--- config.mk ---
export PLATFORM = sky130hd
export DESIGN_NAME = reg_register_cnt_bank_flat
export DESIGN_NICKNAME = d
export VERILOG_FILES = /design/src/rtl/reg_register_cnt_bank_if.sv /design/src/rtl/reg_register_cnt_bank.sv /design/src/flat_wrapper.sv
export SDC_FILE = /design/constraint.sdc
export NUM_CORES = 1
export LEC_CHECK = 0
export ABC_AREA = 1
export CAP_MARGIN = 0
export CORE_ASPECT_RATIO = 1.1
export CORE_MARGIN = 1.5
export CORE_UTILIZATION = 48
export DETAILED_ROUTE_END_ITERATION = 8
export GPL_TIMING_DRIVEN = 0
export PLACE_DENSITY = 0.72
export REMOVE_ABC_BUFFERS = 1
export SLEW_MARGIN = 0
export SYNTH_ARGS = -nofsm -noshare
export SYNTH_HDL_FRONTEND = slang
export SYNTH_SLANG_ARGS = --single-unit
--- constraint.sdc ---
create_clock -name clk -period 1.9 [get_ports clk]
set_input_delay 0.285 -clock clk [delete_from_list [all_inputs] [get_ports clk]]
set_output_delay 0.285 -clock clk [all_outputs]
set_load 0.005 [all_outputs]
--- src/rtl/reg_register_cnt_bank_if.sv ---
// Register access bus shared by the field registers: select, direction, address,
// write data and the combinational read-data return.
interface reg_register_cnt_bank_if #(
  parameter int REG_WIDTH  = 32,
  parameter int ADDR_WIDTH = 2
);
  logic                  reg_wr_sel;
  logic                  reg_wr_rd;
  logic [ADDR_WIDTH-1:0] reg_addr;
  logic [REG_WIDTH-1:0]  reg_wr_data;
  logic [REG_WIDTH-1:0]  reg_rd_out;

  modport master (
    output reg_wr_sel, reg_wr_rd, reg_addr, reg_wr_data,
    input  reg_rd_out
  );

  modport slave (
    input  reg_wr_sel, reg_wr_rd, reg_addr, reg_wr_data,
    output reg_rd_out
  );
endinterface

--- src/rtl/reg_register_cnt_bank.sv ---
// Bank of CH_NUM saturating event counters with sticky saturation flags, preload on
// write and optional clear-on-read (enabled by defining REG_CNT_BANK_CLR_ON_RD_EN).
module reg_register_cnt_bank #(
  parameter int REG_WIDTH  = 32,
  parameter int CH_NUM     = 4,
  parameter int CNT_WIDTH  = 16,
  parameter int ADDR_WIDTH = 2
) (
  input  logic                  clk,
  input  logic                  rst_n,
  input  logic [CH_NUM-1:0]     cnt_inc_i,
  reg_register_cnt_bank_if.slave bus,
  output logic [CH_NUM-1:0]     cnt_rd_pulse_o,
  output logic [CH_NUM-1:0]     cnt_sat_o
);

`ifdef REG_CNT_BANK_CLR_ON_RD_EN
  localparam bit ClrOnRd = 1'b1;
`else
  localparam bit ClrOnRd = 1'b0;
`endif

  logic                             wrEn;
  logic                             rdEn;
  logic [CH_NUM-1:0]                chSel;
  logic [CH_NUM-1:0]                wrHit;
  logic [CH_NUM-1:0]                rdHit;
  logic [CH_NUM-1:0][CNT_WIDTH-1:0] cnt_q, cnt_d;
  logic [CH_NUM-1:0]                sat_q, sat_d;
  logic [CH_NUM-1:0]                pulse_q, pulse_d;
  logic                             unusedWrBits;

  assign wrEn = bus.reg_wr_sel &  bus.reg_wr_rd;
  assign rdEn = bus.reg_wr_sel & ~bus.reg_wr_rd;

  // Addresses at or above CH_NUM select no channel, which makes them inert.
  always_comb begin
    chSel = '0;
    for (int i = 0; i < CH_NUM; i++) begin
      chSel[i] = (bus.reg_addr == ADDR_WIDTH'(i));
    end
  end

  assign wrHit = chSel & {CH_NUM{wrEn}};
  assign rdHit = chSel & {CH_NUM{rdEn}};

  always_comb begin
    bus.reg_rd_out = '0;
    for (int i = 0; i < CH_NUM; i++) begin
      if (rdHit[i]) begin
        bus.reg_rd_out[CNT_WIDTH-1:0] = cnt_q[i];
        bus.reg_rd_out[REG_WIDTH-1]   = sat_q[i];
      end
    end
  end

  // Write beats read-clear beats increment; a clearing read keeps a coincident event.
  always_comb begin
    cnt_d   = cnt_q;
    sat_d   = sat_q;
    pulse_d = rdHit;
    for (int i = 0; i < CH_NUM; i++) begin
      if (wrHit[i]) begin
        cnt_d[i] = bus.reg_wr_data[CNT_WIDTH-1:0];
        sat_d[i] = 1'b0;
      end else if (ClrOnRd && rdHit[i]) begin
        cnt_d[i] = cnt_inc_i[i] ? CNT_WIDTH'(1) : '0;
        sat_d[i] = 1'b0;
      end else if (cnt_inc_i[i]) begin
        if (cnt_q[i] != '1) begin
          cnt_d[i] = cnt_q[i] + CNT_WIDTH'(1);
        end else begin
          sat_d[i] = 1'b1;
        end
      end
    end
  end

  always_ff @(posedge clk or negedge rst_n) begin
    if (!rst_n) begin
      cnt_q   <= '0;
      sat_q   <= '0;
      pulse_q <= '0;
    end else begin
      cnt_q   <= cnt_d;
      sat_q   <= sat_d;
      pulse_q <= pulse_d;
    end
  end

  assign cnt_rd_pulse_o = pulse_q;
  assign cnt_sat_o      = sat_q;
  assign unusedWrBits   = ^bus.reg_wr_data[REG_WIDTH-1:CNT_WIDTH];

endmodule
--- src/flat_wrapper.sv ---
// flat-port wrapper written by rule: the top's interface ports become plain ports
module reg_register_cnt_bank_flat 
#(
  parameter int REG_WIDTH  = 32,
  parameter int CH_NUM     = 4,
  parameter int CNT_WIDTH  = 16,
  parameter int ADDR_WIDTH = 2
)
  (clk, rst_n, cnt_inc_i, cnt_rd_pulse_o, cnt_sat_o, bus_reg_wr_sel, bus_reg_wr_rd, bus_reg_addr, bus_reg_wr_data, bus_reg_rd_out);
  reg_register_cnt_bank_if #(.REG_WIDTH(REG_WIDTH), .ADDR_WIDTH(ADDR_WIDTH)) bus_i ();
  input  logic clk;
  input  logic rst_n;
  input  logic [CH_NUM-1:0] cnt_inc_i;
  output logic [CH_NUM-1:0] cnt_rd_pulse_o;
  output logic [CH_NUM-1:0] cnt_sat_o;
  input wire logic [$bits(bus_i.reg_wr_sel)-1:0] bus_reg_wr_sel;
  input wire logic [$bits(bus_i.reg_wr_rd)-1:0] bus_reg_wr_rd;
  input wire logic [$bits(bus_i.reg_addr)-1:0] bus_reg_addr;
  input wire logic [$bits(bus_i.reg_wr_data)-1:0] bus_reg_wr_data;
  output wire logic [$bits(bus_i.reg_rd_out)-1:0] bus_reg_rd_out;
  assign bus_i.reg_wr_sel = bus_reg_wr_sel;
  assign bus_i.reg_wr_rd = bus_reg_wr_rd;
  assign bus_i.reg_addr = bus_reg_addr;
  assign bus_i.reg_wr_data = bus_reg_wr_data;
  assign bus_reg_rd_out = bus_i.reg_rd_out;
  reg_register_cnt_bank #(.REG_WIDTH(REG_WIDTH), .CH_NUM(CH_NUM), .CNT_WIDTH(CNT_WIDTH), .ADDR_WIDTH(ADDR_WIDTH)) u_core (.clk(clk), .rst_n(rst_n), .cnt_inc_i(cnt_inc_i), .bus(bus_i), .cnt_rd_pulse_o(cnt_rd_pulse_o), .cnt_sat_o(cnt_sat_o));
endmodule
==> impl_summary.txt, run 1 <==
----------------------------------------------------
[Timing]
  Hold violation total from the final report ... 0
  Number of setup violations in the final report ... 0
  Rel. slew slack ... 0.616
  Min Tclk post-route ... 1870 ps
  Summed negative setup slack over all endpoints ... 0 ps
  Post-route clock period utilization ... 0.982
  Max Clk Rate ... 536 MHz
  Worst-margin pin slew ... 574 ps
  Unrepaired setup endpoints after global routing ... false
  Post-Route Skew ... 4.20 ps
  Fin. max-slew vios ... 0

[Placement]
  Detailed placer's ending HPWL ... 12200 µm
  Final RePlAce weighted congestion ... 0.997
  Count of input and output buffers ... 50

[Setup path]
  Stages on worst setup path ... 7
  Worst Reg-to-Reg Cells ... 10
  Maximum fanout along the worst path ... 6
  Critical path, cell by cell ... clkdlybuf4s15_2 > nor2_4 > nand2_8 > o22ai_4 > a21oi_1 > o21ai_0 > clkdlybuf4s15_1
  Startpoint types ... primary input
  Slowest cell on the critical path ... sky130_fd_sc_hd__nor2_4
  Crit end category ... primary output
  R2R setup slack ... 110 ps
  Delay-heaviest family, CP ... buffers and inverters
  Buffers and inverters on the worst path ... 2
  Crit path largest cell delay ... 290 ps
  Data required time of the critical path ... 1620 ps
  Setup CP Type ... primary input to primary output
  Arr. time, crit path ... 1580 ps

[Floorplanning]
  Width of the die ... 106 µm
  Std cell rows ... 41
  Starting utilization of the core area ... 0.491
  Die ar. ... 12300 µm²
  Count of pins on the block boundary ... 82
  Die Ht ... 116 µm
  Core box area ... 11400 µm²

[CTS]
  Clock-pin slew on the worst setup and hold paths ... 60 ps
  Clk root buf ... sky130_fd_sc_hd__clkbuf_16
  Num CTS Buffers ... 9
  Clock latency on the worst-skew pair ... 340 ps
  Clock Sink Count ... 72
  Maximum clock insertion buffer count ... 2
  CTS tree ... done
  Number of H-tree levels ... 3

[Route]
  Residual DRC count ... 0
  Metal2 WL ... 7700 µm
  Met3 routed wirelength ... 1190 µm
  Top layer in use ... met4
  Routed wire length per instance ... 16.5 µm
  Detailed Routing Iterations Pass 1 ... 7
  Post-detailed-route via-to-cell ratio ... 5.47
  Routed length on met1 ... 7520 µm
  Total number of vias ... 5862
  Routed wire length ... 17700 µm
  Violation count after the first detailed-route iteration ... 453
  Detail Route Antenna Nets ... 0

[Logic synthesis]
  Flop and latch count out of synthesis ... 72
  Count of different cell masters after synthesis ... 29
  Post-Synth XOR/XNOR Area ... 0.0361
  Post-Synthesis Mean Instance Area ... 6.56 µm²
  Dominant combinational cell family by area after synthesis ... simple AND/OR/NAND/NOR gates
  Share of cell area taken by muxes after synthesis ... 0
  Post-Synth Adder-Cell Area ... 0.00896
  Cells after synthesis ... 851
  Area share of and/or/nand/nor cells after synthesis ... 0.446
  Sequential element share of the synthesized area ... 0.323
  Yosys warning total ... 0
  Complex-gate fraction of the synthesized area ... 0.0782
  Area of the mapped netlist ... 5590 µm²

[Finish]
  Antenna Cells ... 0
  Number of inserted filler cells in the final layout ... 1073
  Post-layout net count ... 963
  Area growth syn-to-layout ... 23.7%
  Ratio of cells with drive above 1 in the final layout ... 0.181

[Power]
  Switching part of the total ... 0.386
  Logic gate share of total power ... 0.287
  Internal power of the cells ... 3.72 mW
  Overall power consumption ... 6.06 mW
  Power density over the cells ... 877 nW/µm²
  Clk pwr share ... 0.308
  Worst supply voltage drop on vdd ... 491 µV
  Leakage power figure ... 3.14 nW
  Total net switching power ... 2.34 mW
  Sequential fraction of design power ... 0.406

[Global route]
  Via count of the first global-routing pass ... 5299
  Initial antenna violation count ... 0
  Global-route total usage across every layer ... 0.299
  Pin count of the biggest net entering global routing ... 46
  Global-route wire length before repair ... 28200 µm
  Overflow left after global routing ... 0

[Min path]
  Worst Hold Class ... primary input to asynchronous set/reset pin

[Run]
  Maxcap violations ... 0

[Outcome]
  Status ... completed

----------------------------------------------------
metrics by stage:
step / hold WS (ps) / area [µm²] / setup WS [ps] / cells / util
2_1_floorplan: -10.6 / 5380 / 319 / 827 / -
3_3_place_gp: 522 / 6070 / -2150 / 1027 / 0.533
3_5_place_dp: 239 / 6090 / -877 / 1028 / 0.535
4_1_cts: 424 / 6830 / 0.680 / 1062 / 0.600
5_1_grt: 460 / 6910 / 0.228 / 1072 / 0.607
6_report: 410 / 6910 / 34.7 / 1072 / 0.607
cells by family (layout without fill, tap and decap cells):
family,after synthesis,count (layout)
xor gates and xnor gates,23,23
adders and majority gates,4,4
buffers and inverters,128,183
AOI/OAI and AO/OA,80,80
and+or+nand+nor,543,545
DFF,72,72
other,1,15
layout by cell type, fill, tap and decap left out, types with 3 or more instances in the layout:
master,instances
sky130_fd_sc_hd__nand4_1,28
sky130_fd_sc_hd__o22ai_4,11
sky130_fd_sc_hd__dfrtp_2,3
sky130_fd_sc_hd__a21oi_1,18
sky130_fd_sc_hd__conb_1,15
sky130_fd_sc_hd__nor2_2,5
sky130_fd_sc_hd__o21ai_1,16
sky130_fd_sc_hd__o21ai_0,28
sky130_fd_sc_hd__nand3_1,107
sky130_fd_sc_hd__nor2_1,64
sky130_fd_sc_hd__xor2_1,18
sky130_fd_sc_hd__nand3_2,15
sky130_fd_sc_hd__clkbuf_2,6
sky130_fd_sc_hd__inv_1,76
sky130_fd_sc_hd__buf_4,21
sky130_fd_sc_hd__nand2_8,7
sky130_fd_sc_hd__clkdlybuf4s50_1,28
sky130_fd_sc_hd__clkinvlp_4,7
sky130_fd_sc_hd__clkbuf_16,9
sky130_fd_sc_hd__nand2_1,273
sky130_fd_sc_hd__ha_1,4
sky130_fd_sc_hd__nand2_2,29
sky130_fd_sc_hd__nand2_4,3
sky130_fd_sc_hd__o21ai_2,4
sky130_fd_sc_hd__nor2_4,13
sky130_fd_sc_hd__dfrtp_1,69
sky130_fd_sc_hd__buf_2,11
sky130_fd_sc_hd__xnor2_1,5
sky130_fd_sc_hd__inv_4,3
sky130_fd_sc_hd__inv_2,8
worst paths after layout:
| path | to | startpoint |
|---|---|---|
| max reg2reg | u_core.cnt_q[32]$_DFFE_PN0P_ | u_core.cnt_q[32]$_DFFE_PN0P_ |
| max | bus_reg_rd_out[31] | bus_reg_addr[1] |
| min reg2reg | u_core.cnt_q[63]$_DFFE_PN0P_ | u_core.cnt_q[63]$_DFFE_PN0P_ |
| max in group asynchronous | u_core.cnt_q[33]$_DFFE_PN0P_ | rst_n |
| min in group clk | u_core.cnt_sat_o[3]$_DFFE_PN0P_ | bus_reg_wr_rd |
| min | u_core.cnt_q[44]$_DFFE_PN0P_ | rst_n |
synthesized netlist by cell type, drive strengths merged:
cell | number | area, µm²
a21oi | 19 | 95.1
buf | 32 | 239
clkbuf | 6 | 22.5
conb | 1 | 3.75
dfrtp | 72 | 1800
ha | 4 | 50.1
inv | 90 | 338
nand2 | 310 | 1240
nand3 | 122 | 686
nand4 | 28 | 175
nor2 | 82 | 383
o2111ai | 2 | 17.5
o21ai | 48 | 255
o22ai | 11 | 68.8
or2 | 1 | 6.26
xnor2 | 5 | 43.8
xor2 | 18 | 158
metal layers:
| layer | GRT usage | vias up |
|---|---|---|
| met5 | 0 | - |
| li1 | - | 2853 |
| met4 | 0.213 | 0 |
| met1 | 0.402 | 2695 |
| met2 | 0.443 | 246 |
| met3 | 0.0441 | 68 |
worst register-to-register path, stage by stage, from the launching register on:
cell and delay, ps:
sky130_fd_sc_hd__dfrtp_1 440, sky130_fd_sc_hd__ha_1 250, sky130_fd_sc_hd__inv_1 90, sky130_fd_sc_hd__nor2_4 190
sky130_fd_sc_hd__nand2_2 90, sky130_fd_sc_hd__nor2_1 100, sky130_fd_sc_hd__nand2_1 90, sky130_fd_sc_hd__nand2_4 170
sky130_fd_sc_hd__inv_2 110, sky130_fd_sc_hd__nand2_1 70, sky130_fd_sc_hd__o21ai_1 70
registers in the layout, indices dropped and copies added (netlist names):
register,count
u_core.cnt_sat_o,4
u_core.cnt_q,64
u_core.cnt_rd_pulse_o,4
power groups by stage:
stage	logic (mW)	registers, mW	clock network, mW
global route	1.94	2.52	1.94
global placement	1.51	2.44	0
floorplan	1.13	2.29	0
CTS	1.67	2.43	1.87
detailed placement	1.54	2.45	0
finish	1.74	2.46	1.86
final cells by class:
| type | count | area, µm² | area share |
|---|---|---|---|
| clock buffer | 9 | 225 | 0.0326 |
| clock inverter | 7 | 96.3 | 0.0139 |
| inverter | 90 | 357 | 0.0516 |
| multi-input combinational | 667 | 3560 | 0.516 |
| sequential | 72 | 1810 | 0.261 |
| tap | 150 | 188 | 0.0272 |
| timing repair buffer | 76 | 667 | 0.0965 |
| timing repair inverter | 1 | 7.51 | 0.00109 |
timing repair:
action / in CTS / in global routing
cloned: 3 / 0
buffers inserted: 14 / 10
pin swaps: 14 / 12
resized for setup: 122 / 25
setup endpoints to repair: 66 / 46
hold buffers: 1 / 0
endpoints found under the hold margin: 27 / 0
Note: power is estimated with default switching activity, not from simulation.
==> inputs of run 2 (changes only) <==
GPL_ROUTABILITY_DRIVEN = 1   (was unset)
==> results of run 2 <==
The final DEF is identical to that of run 1; final timing and power are the same.
